## config.mk

```make
export PLATFORM = sky130hd
export DESIGN_NAME = branch_resolve_ex
export DESIGN_NICKNAME = d
export VERILOG_FILES = /design/src/rtl/branch_resolve_ex.sv
export SDC_FILE = /design/constraint.sdc
export NUM_CORES = 1
export LEC_CHECK = 0
export BUFFER_PORTS_ARGS = -buffer_cell sky130_fd_sc_hd__buf_2
export CORE_ASPECT_RATIO = 0.75
export CORE_MARGIN = 4
export CORE_UTILIZATION = 30
export DETAILED_ROUTE_END_ITERATION = 16
export GPL_TIMING_DRIVEN = 0
export PLACE_DENSITY_LB_ADDON = 0.1
export RECOVER_POWER = 100
export SETUP_SLACK_MARGIN = 0.2
export SYNTH_ARGS = -nofsm -noshare
export SYNTH_HDL_FRONTEND = slang
export SYNTH_SLANG_ARGS = --single-unit
```

## constraint.sdc

```tcl
create_clock -name clk -period 2.3 [get_ports clk]
set_input_delay 0.115 -clock clk [delete_from_list [all_inputs] [get_ports clk]]
set_output_delay 0.115 -clock clk [all_outputs]
set_load 0.02 [all_outputs]
```

## src/rtl/branch_resolve_ex.sv

```systemverilog
// branch_resolve_ex: ID/EX register with flag-based branch resolution, Fetch redirect and taken-branch counter
module branch_resolve_ex #(
  parameter int IW = 17,
  parameter int AW = 12,
  parameter int CW = 16,
  parameter logic [4:0] OP_B   = 5'h10,
  parameter logic [4:0] OP_BEQ = 5'h11,
  parameter logic [4:0] OP_BNE = 5'h12,
  parameter logic [4:0] OP_BLT = 5'h13,
  parameter logic [4:0] OP_BL  = 5'h14
) (
  input  logic          clk,
  input  logic          reset,
  input  logic [IW-1:0] InstrD,
  input  logic [AW-1:0] PCD,
  input  logic [AW-1:0] PCPlus1D,
  input  logic          StallD,
  input  logic          FlagWE,
  input  logic          ZeroIn,
  input  logic          NegIn,
  output logic          PCSrcE,
  output logic [AW-1:0] PCTargetE,
  output logic          FlushD,
  output logic          ValidE,
  output logic [IW-1:0] InstrE,
  output logic [AW-1:0] PCE,
  output logic          LinkWE,
  output logic [AW-1:0] PCPlus1E,
  output logic [CW-1:0] TakenCnt
);
  logic       z, n, taken;
  logic [4:0] op;
  assign op = InstrE[IW-1:IW-5];
  always_comb begin
    taken = ValidE & ((op == OP_B) | (op == OP_BL) | ((op == OP_BEQ) & z) |
                      ((op == OP_BNE) & ~z) | ((op == OP_BLT) & n));
  end
  assign PCSrcE    = taken;
  assign FlushD    = taken;
  assign PCTargetE = InstrE[AW-1:0];
  assign LinkWE    = ValidE & (op == OP_BL);
  // A taken branch turns the wrong-path D instruction into a bubble, overriding any stall
  always_ff @(posedge clk) begin
    if (reset || taken) begin
      ValidE   <= 1'b0;
      InstrE   <= '0;
      PCE      <= '0;
      PCPlus1E <= '0;
    end else if (!StallD) begin
      ValidE   <= 1'b1;
      InstrE   <= InstrD;
      PCE      <= PCD;
      PCPlus1E <= PCPlus1D;
    end
  end
  always_ff @(posedge clk) begin
    if (reset) begin
      z <= 1'b0;
      n <= 1'b0;
    end else if (FlagWE) begin
      z <= ZeroIn;
      n <= NegIn;
    end
  end
  always_ff @(posedge clk) begin
    if (reset) TakenCnt <= '0;
    else if (taken) TakenCnt <= TakenCnt + 1'b1;
  end
endmodule
```

# [After elaboration in Yosys (flattened, before gate mapping)]
# Index checks and enable logic that the tools add are counted.
[totals] wordCells=24 output_inout_bits=73 ff_bits=60
[op_classes] n_addsub=1 n_eq_ne=5 n_bitwise=10 n_reduce_logical=1
[op_table] operator="$eq 5x5->1 const B" count=5
[op_table] operator="$add 16x1->16 const B" count=1
[op_table] operator="$and 1x1->1" count=5
[op_table] operator="$or 1x1->1" count=4
[op_table] operator="$logic_or 1x1->1" count=1
[op_table] operator="$not 1->1" count=1

# [Logic depth before layout (Yosys ltp)]
# Gate-level depths: netlist of run 1.
[logic_depth] depth_word=7 depth_mapped=6 depth_no_buf=4

# [Worst setup path after synthesis of run 1]
# No wires, ideal clock.
[synth_path] path_kind="reg-to-output" start="reg InstrE[12]" end="out PCSrcE" arrival_ns=1.620 path_stages_with_launch=7 path_buffers=3 slack_ns=0.565 required_time_ns=2.185 path_cell_list="dfxtp_1 mux2_1 a21oi_2 buf_4 buf_4 nor2_1 buf_4"
[synth_between] elab_chain_cells=6 elab_cells_between_ends=13 classes_between="5 x eq/ne; 8 x bitwise"
[synth_lines] element="start: declaration" line_no="25" text="output logic [IW-1:0] InstrE,"
[synth_lines] element="start signal: assignment" line_no="51" text="InstrE <= InstrD;"
[synth_lines] element="$eq 5x5->1" line_no="35" text="taken = ValidE & ((op == OP_B) | (op == OP_BL) | ((op == OP_BEQ) & z) |"
[synth_lines] element="$or 1x1->1 or $and 1x1->1 (tied branches)" line_no="35"
[synth_lines] element="$or 1x1->1 (2 in series)" line_no="35"
[synth_lines] element="$or 1x1->1 (*)" line_no="36" text="((op == OP_BNE) & ~z) | ((op == OP_BLT) & n));"
[synth_lines] element="$and 1x1->1 (*)" line_no="35"
[synth_lines] element="end: declaration" line_no="21" text="output logic PCSrcE,"
# Every way passes the cells marked *; elsewhere a longest branch is shown, timed or not.

# [Worst setup path after layout of run 1]
[layout_path] start="reg z" end="out PCSrcE"
[layout_between] elab_chain_cells=5 elab_cells_between_ends=7 classes_between="7 x bitwise"
[layout_lines] element="start: declaration" line_no="31" text="logic z, n, taken;"
[layout_lines] element="start signal: assignment" line_no="61" text="z <= ZeroIn;"
[layout_lines] element="$and 1x1->1 or $not 1->1 (tied branches)" line_no="35, 36"
[layout_lines] element="$or 1x1->1 or $and 1x1->1 (tied branches)" line_no="35, 36"
[layout_lines] element="$or 1x1->1 (*)" line_no="35"
[layout_lines] element="$or 1x1->1 (*)" line_no="36"
[layout_lines] element="$and 1x1->1 (*)" line_no="35"
# Marks and branches as above.

==> results of run 1 <==
==> metrics by stage <==
step / hold WS (ns) / worst slack, ns / std cells / area [sq um]
2_1_floorplan: 0.259 / 0.565 / 257 / 2500
3_3_place_gp: 0.343 / 0.396 / 480 / 3220
3_5_place_dp: 0.350 / 0.403 / 480 / 3220
4_1_cts: 0.000422 / 0.242 / 512 / 3630
5_1_grt: 0.0140 / 0.106 / 512 / 3520
6_report: 0.0205 / 0.235 / 512 / 3520
==> final timing paths <==
path	end	slack, ns	depth (start not counted)	start
min reg2reg	ValidE$_SDFFE_PP0N_	0.47	2	ValidE$_SDFFE_PP0N_
max	PCSrcE	0.23	7	z$_SDFFE_PP0P_
min	InstrE[5]$_SDFFE_PP0N_	0.02	3	InstrD[5]
max reg2reg	PCE[2]$_SDFFE_PP0N_	0.34	7	z$_SDFFE_PP0P_
==> timing repair <==
item | in CTS | in global routing
hold endpoints to repair | 15 | 0
endpoints found under the setup margin | 2 | 1
hold buffers | 15 | 0
pin swaps | 1 | 0
resized for setup | 3 | 1
setup buffers | 1 | 0
==> final cells by class <==
cell class                      count  area share
Sequential cell                    60       0.341
Buffer                             30      0.0537
Clock inverter                      4      0.0199
Timing Repair Buffer              134       0.186
Inverter                            3     0.00320
Clock buffer                       12      0.0469
Multi-Input combinational cell    164       0.312
Tap cell                          105      0.0373
==> layer usage <==
layer	vias to the layer above	share of wire	routed length, um
met5	-	0	0
met4	0	0.010	70
met3	9	0.088	593
met2	92	0.41	2780
met1	1062	0.49	3310
li1	1185	-	-
==> registers in the layout, indices dropped and copies added (netlist names) <==
signal and count:
InstrE 17, PCE 12, PCPlus1E 12, TakenCnt 16, ValidE 1, n 1
z 1
==> kinds of logic (layout without fill, tap and decap cells) <==
kind of cell	after synthesis	in the layout	synth area share
buffers and inverters	33	183	0.0781
AOI/OAI and AO/OA	32	32	0.0791
DFF	60	60	0.480
and+or+nand+nor	84	84	0.168
adders and majority gates	1	1	0.00500
muxes	47	47	0.190
==> tightest hold or removal path, delay by kind of cell <==
kind,cells,cell delay (ns)
and+or+nand+nor,1,0.08
muxes,1,0.05
buffers and inverters,1,0.07
==> layout by cell type, fill, tap and decap left out, types with 5 or more instances in the layout <==
cell	netlist	final
a21oi_1	15	16
buf_2	5	46
buf_4	15	13
clkbuf_1	8	83
clkbuf_8	0	12
dfxtp_1	60	60
dlygate4sd3_1	0	15
mux2i_1	44	44
nand3_1	5	5
nor2_1	47	47
o31ai_1	11	11
or4_1	11	11
==> power by group <==
part           switching (mW)  internal [mW]
Clock                   0.405          0.695
Combinational           0.201          0.145
Sequential             0.0309           1.09
==> impl_metrics.toml, run 1 <==
[run_status]
status = "finished clean"

[critical_path]
cp_common_cell = "buf_6"
crit_path_max_incr_delay_ns = 0.37
cp_cell_sequence = "mux2_1 > a21oi_1 > buf_6 > buf_6 > nor2_1 > buf_4 > buf_2"
cp_data_arrival_time_ns = 1.95
critPathCaptureType = "primary output"
worst-path-buf-inv = 4
worstSetupStartpointType = "flop"
cp_data_required_time_ns = 2.18
cp_max_fo = 10
slowest_stage = "dfxtp_1"
worstSetupPathType = "flop to primary output"
crit_family = "buffers and inverters"

[pwr]
p_leak_nw = 1.52
power.density_mw_per_mm2 = 729
p_total_mw = 2.56
ir_worst_vdd_mv = 0.373

[cts]
cts_tree = "done"
cts_buffers = 9
htreeDepth = 3
cts_buffer_depth = 2
clock_latency_ns = 0.33
clockRootBuffer = "clkbuf_8"
clkTransAtPathRegs_ns = 0.07
clkSinkCount = 60

[synthesis]
yosysTopAreaCellShare = 0.480
avgSynthCellArea_sq_um = 9.73
synth_ff_type = "dfxtp_1"
synthCells = 257
netlist_top_cells_count = "60 x dfxtp_1, 47 x nor2_1, 44 x mux2i_1, 15 x a21oi_1, 15 x buf_4"
synth_top_area_cell = "dfxtp_1"
synth-edff-count = 0
yosys_warnings = 0
synth.distinct_cells = 31
synthMostInstantiatedCell = "dfxtp_1"
yosysSeqAreaShare = 0.480
yosys-top-cells-area = "dfxtp_1 48%, mux2i_1 18%, nor2_1 7.1%"
syn_nets = 305
syn-cell-area_sq_mm = 0.00250
synthArstFlopShare = 0
synth_seq_cells = 60

[die]
io-pin-count = 120
coreArea_sq_mm = 0.00799
std_cell_rows = 28
die_w_um = 113
die_h_um = 87.1
die_area_sq_mm = 0.00987
initial_utilization = 0.313

[global_routing]
grtUsageMet3 = 0.0563
grt_busiest_layer = "met2"
antenna_found_initial = 0
use_met1 = 0.190
grt_pass1_wl_um = 10800
grtUsageMet2 = 0.196
grt_usage = 0.139
grt_max_degree = 11
grt_pass1_vias = 2209
grt_overflow = 0

[sta]
min_period_ns = 2.07
fin_crit_sh = 0.898
final.setup.tns_ns = 0
report.final.slew_viol_count = 0
rsz0062_at_grt = "false"
finClkSkew_ns = 0.00601
slew_headroom = 0.492
finalHoldViolations = 0
tightest_slew_ns = 0.761
fmax_mhz = 484
setup_violations = 0

[route]
routed_wl_um = 6760
wl_per_cell_um = 13.2
vias = 2348
detail-route-antenna-nets = 0
first_pass_iters = 5
drt_iter0_drc = 106
vias_per_cell = 4.59
drc = 0

[flow_run]
drv_cap = 0

[final_layout]
final_core_util = 0.440
multi_input_area_sq_mm = 0.00110
regArea_sq_mm = 0.00120
antenna_cells = 0
fin_nets = 450
drive_above_1_share = 0.204
syn_to_final_growth_pct = 40.7
fillers = 830

[place]
place_congestion = 0.750
io_buffers = 118
dpl.hpwl_um = 5000

[min_path]
hold_class = "input pin to flop"
Power figures use the tool's default switching activity.
==> run 2, diff against run 1 <==
==> constraint.sdc (replaced) <==
create_clock -name clk -period 2.3 [get_ports clk]
set_input_delay 0.46 -clock clk [delete_from_list [all_inputs] [get_ports clk]]
set_output_delay 0.46 -clock clk [all_outputs]
set_load 0.02 [all_outputs]
==> impl_metrics.toml, run 2 (synthesis results as in run 1) <==
[min_path]
hold_start = "InstrD[7]"
hold_depth = 3
hold_class = "input pin to flop"
whs_endpoint = "InstrE[7]$_SDFFE_PP0N_"

[critical_path]
worstSetupStartpointType = "flop"
r2r_slack_ns = 0.25
slowest_stage = "dfxtp_1"
worst-path-buf-inv = 4
critPathCaptureType = "primary output"
cp_max_fo = 6
crit_family = "buffers and inverters"
cp_common_cell = "buf_6"
reg2reg_depth = 8
cp_cell_sequence = "mux2_1 > a21oi_4 > buf_6 > buf_8 > nor2_4 > buf_6 > buf_6"
cp_data_required_time_ns = 1.84
worstSetupPathType = "flop to primary output"
r2r-start = "InstrE[12]$_SDFFE_PP0N_"
reg2reg_to = "InstrE[8]$_SDFFE_PP0N_"
cp_data_arrival_time_ns = 1.69
crit_path_max_incr_delay_ns = 0.38

[route]
drc = 0
top_layer_used = "met4"
routed_wl_um = 6760
vias_per_cell = 4.54
met1_length_um = 3340
drt_iter0_drc = 116
vias = 2270
detail-route-antenna-nets = 0
first_pass_iters = 4
wl_met2_um = 2790
wl_per_cell_um = 13.5
routed-wl-met3_um = 588

[sta]
slew_headroom = 0.494
fin_crit_sh = 0.936
finClkSkew_ns = 0.00511
final.setup.tns_ns = 0
report.final.slew_viol_count = 0
fmax_mhz = 465
setup_violations = 0
worst_slack_ns = 0.147
finalHoldViolations = 0
tightest_slew_ns = 0.760
min_period_ns = 2.15
fin_hold_ws_ns = 0.357
rsz0062_at_grt = "true"

[cts]
cts_buffers = 9
clkSinkCount = 60
postCtsHoldBufs = 0
clkTransAtPathRegs_ns = 0.07
cts_tree = "done"
cts_buffer_depth = 2
clockRootBuffer = "clkbuf_8"
htreeDepth = 3
clock_latency_ns = 0.33

[final_layout]
final_cell_mix = "82 x clkbuf_1, 58 x dfxtp_1, 48 x buf_2"
final_common_cell = "clkbuf_1"
fin_nets = 438
regMostFlops = "InstrE"
syn_to_final_growth_pct = 37.6
top_regs = "InstrE (17), TakenCnt (16)"
final_core_util = 0.431
largest_reg_flops = 17
drive_above_1_share = 0.238
antenna_cells = 0

[die]
die_area_sq_mm = 0.00987
initial_utilization = 0.313
coreArea_sq_mm = 0.00799
die_h_um = 87.1
std_cell_rows = 28
io-pin-count = 120
die_w_um = 113

[global_routing]
grt_pass1_wl_um = 10700
grt_max_degree = 11
antenna_found_initial = 0
grt_usage = 0.139
grt_overflow = 0
grt_pass1_vias = 2131

[pwr]
p_sw_frac = 0.249
ir_worst_vdd_mv = 0.371
switching_power_mw = 0.638
intPower_mw = 1.92
p_total_mw = 2.56
comb_power_share = 0.133
pwr-share-clk = 0.429
p_leak_nw = 1.48
power.density_mw_per_mm2 = 744
seq_power_share = 0.438

[run_status]
status = "finished clean"

[flow_run]
drv_cap = 0

[place]
place_congestion = 0.750
place_ws_ns = 0.0583
io_buffers = 118
dpl.hpwl_um = 5000
[run 2: cell types whose count changed in the layout (fill, tap and decap cells not counted), moves of 2 or more]
cell / before / now
clkbuf_2: 4 / 2
dfxtp_1: 60 / 58
buf_2: 46 / 48
dlygate4sd3_1: 15 / 0
[run 2: cell type report]
cell class | instances | area, sq um
Sequential cell | 60 | 1210
Tap cell | 105 | 131
Inverter | 3 | 11.3
Multi-Input combinational cell | 164 | 1120
Clock buffer | 12 | 165
Buffer | 30 | 199
Timing Repair Buffer | 122 | 532
Fill cell | 842 | 4550
Clock inverter | 4 | 70.1
[run 2: metrics by stage]
step,area (sq um),std cells
floorplan,2500,257
global placement,3220,480
detailed placement,3220,480
CTS,3530,500
global route,3440,500
finish,3440,500
[run 2: worst max-delay path by stage]
stage / from / endpoint / slack, ns / cells after the start
2_1_floorplan: InstrE[12]$_SDFFE_PP0N_ / PCSrcE / 0.22 / 6
3_3_place_gp: z$_SDFFE_PP0P_ / PCSrcE / 0.05 / 7
3_5_place_dp: z$_SDFFE_PP0P_ / PCSrcE / 0.06 / 7
4_1_cts: z$_SDFFE_PP0P_ / PCSrcE / 0.16 / 7
5_1_grt: InstrE[12]$_SDFFE_PP0N_ / InstrE[15]$_SDFFE_PP0N_ / 0.08 / 8
6_report: InstrE[12]$_SDFFE_PP0N_ / PCSrcE / 0.15 / 7
[run 2: per-layer routing]
metal  track usage  up-vias
met4        0.0524        0
met2         0.190       76
met1         0.192     1025
li1              -     1164
met3        0.0590        5
met5             0        -
[run 2: timing repair]
| item | in CTS | in global routing |
|---|---|---|
| pin swaps | 2 | 0 |
| resized for setup | 13 | 4 |
| setup buffers | 4 | 0 |
| setup endpoints to repair | 2 | 2 |
[run 2: worst min-delay path, cell delays in order]
cell and delay [ns]:
buf_2 0.07, mux2i_1 0.05, nor2_1 0.07
[run 2: power by group through the flow]
stage / clock network [mW] / registers, mW / logic (mW)
6_report: 1.10 / 1.12 / 0.339
5_1_grt: 1.18 / 1.13 / 0.372
4_1_cts: 1.14 / 1.12 / 0.363
3_5_place_dp: 0 / 1.14 / 0.344
3_3_place_gp: 0 / 1.14 / 0.343
2_1_floorplan: 0 / 1.20 / 0.157
==> run 3, diff against run 2 <==
--- a/config.mk
+++ b/config.mk
@@ -7,7 +7,7 @@
 export LEC_CHECK = 0
 export BUFFER_PORTS_ARGS = -buffer_cell sky130_fd_sc_hd__buf_2
 export CORE_ASPECT_RATIO = 0.75
-export CORE_MARGIN = 4
+export CORE_MARGIN = 1.5
 export CORE_UTILIZATION = 30
 export DETAILED_ROUTE_END_ITERATION = 16
 export GPL_TIMING_DRIVEN = 0
==> impl_metrics.toml, run 3 (synthesis results as in run 1) <==
[sta]
rsz0062_at_grt = "true"
fin_crit_sh = 0.914
setup_violations = 0
finClkSkew_ns = 0.00745
report.final.slew_viol_count = 0
finalHoldViolations = 0
fmax_mhz = 476
fin_hold_ws_ns = 0.359
slew_headroom = 0.503
final.setup.tns_ns = 0
min_period_ns = 2.10
tightest_slew_ns = 0.746

[critical_path]
critPathCaptureType = "primary output"
cp_common_cell = "buf_6"
cp_max_fo = 6
crit_path_max_incr_delay_ns = 0.37
slowest_stage = "dfxtp_1"
cp_data_arrival_time_ns = 1.64
worstSetupPathType = "flop to primary output"
cp_data_required_time_ns = 1.84
worstSetupStartpointType = "flop"
cp_cell_sequence = "mux2_4 > a21oi_4 > buf_6 > buf_8 > nor2_4 > buf_6 > buf_6"

[global_routing]
antenna_found_initial = 0
grt_pass1_vias = 2012
grt_usage = 0.149
grt_max_degree = 11
grt_overflow = 0
grt_pass1_wl_um = 10100

[cts]
clkSinkCount = 60
cts_tree = "done"
clockRootBuffer = "clkbuf_8"
cts_buffer_depth = 2
clkTransAtPathRegs_ns = 0.06
htreeDepth = 3
clock_latency_ns = 0.33
cts_buffers = 9

[final_layout]
fin_cells = 500
final_common_cell = "clkbuf_1"
final_cell_area_sq_mm = 0.00338
syn_to_final_growth_pct = 35.4
largest_reg_flops = 17
drive_above_1_share = 0.235
fin_nets = 439
top_regs = "InstrE (17), TakenCnt (16)"
antenna_cells = 0
final_cell_mix = "84 x clkbuf_1, 59 x dfxtp_1, 47 x buf_2"
regMostFlops = "InstrE"

[min_path]
hold_class = "input pin to flop"

[route]
routed_wl_um = 6560
top_layer_used = "met4"
first_pass_iters = 4
wl_per_cell_um = 13.1
routed-wl-met3_um = 484
drc = 0
vias = 2290
met1_length_um = 3230
vias_per_cell = 4.58
detail-route-antenna-nets = 0
drt_iter0_drc = 92
wl_met2_um = 2750

[place]
place_congestion = 0.746
dpl_cell_area_sq_mm = 0.00322
dp.cells = 480
dpl.hpwl_um = 4730
io_buffers = 118

[pwr]
ir_worst_vdd_mv = 0.274
power.density_mw_per_mm2 = 678
p_leak_nw = 1.45

[die]
std_cell_rows = 28
die_w_um = 108
initial_utilization = 0.313
die_area_sq_mm = 0.00890
die_h_um = 82.1
coreArea_sq_mm = 0.00799
io-pin-count = 120

[flow_run]
drv_cap = 0

[run_status]
status = "finished clean"
==> run 3: changes by cell type in the layout (fill, tap and decap cells not counted), sizes merged <==
cell,delta
bufinv,-2
buf,-2
clkbuf,+4
==> run 3: critical path, delay by kind of cell (launching register included) <==
kind	cells	cell delay, ns
buf+inv	4	0.45
flops	1	0.37
mux	1	0.31
compound gates	1	0.14
simple gates	1	0.04
==> run 3: path summary, 6_finish.rpt <==
check	start	to	slack (ns)	cells after the start
setup / recovery	InstrE[13]$_SDFFE_PP0N_	PCSrcE	0.20	7
hold / removal	InstrD[2]	InstrE[2]$_SDFFE_PP0N_	0.36	3
setup reg to reg	InstrE[12]$_SDFFE_PP0N_	PCPlus1E[6]$_SDFFE_PP0N_	0.25	9
hold reg to reg	ValidE$_SDFFE_PP0N_	ValidE$_SDFFE_PP0N_	0.46	2
==> run 3: layout make-up <==
class | count | area, sq um
clock buffer | 13 | 159
clock inverter | 2 | 10.0
sequential | 60 | 1200
timing repair buffer | 123 | 537
fill | 875 | 4600
buffer | 30 | 199
inverter | 3 | 11.3
multi-input combinational | 164 | 1130
tap | 105 | 131
==> run 3: timing repair <==
action                     CTS  global route
setup buffers                4             1
hold buffers                 0             0
setup endpoints to repair    2             2
pin swaps                    2             0
gates resized for setup     14             3
==> run 3: power breakdown <==
part	switching [mW]	internal (mW)	total, mW
Sequential	0.0328	1.09	1.12
Clock	0.392	0.441	0.833
Combinational	0.202	0.139	0.341
Total	0.626	1.67	2.29
==> run 3: layer usage <==
metal / global-route usage / vias up
met5: 0 / -
met4: 0.0553 / 0
met3: 0.0587 / 11
met2: 0.220 / 74
met1: 0.196 / 1045
li1: - / 1160
==> run 3: through the flow <==
stage	power (mW)	worst slack, ns	util
floorplan	1.35	0.220	-
global placement	1.48	0.0518	0.403
detailed placement	1.48	0.0571	0.403
CTS	2.35	0.177	0.434
global route	2.42	0.0745	0.424
finish	2.29	0.198	0.424
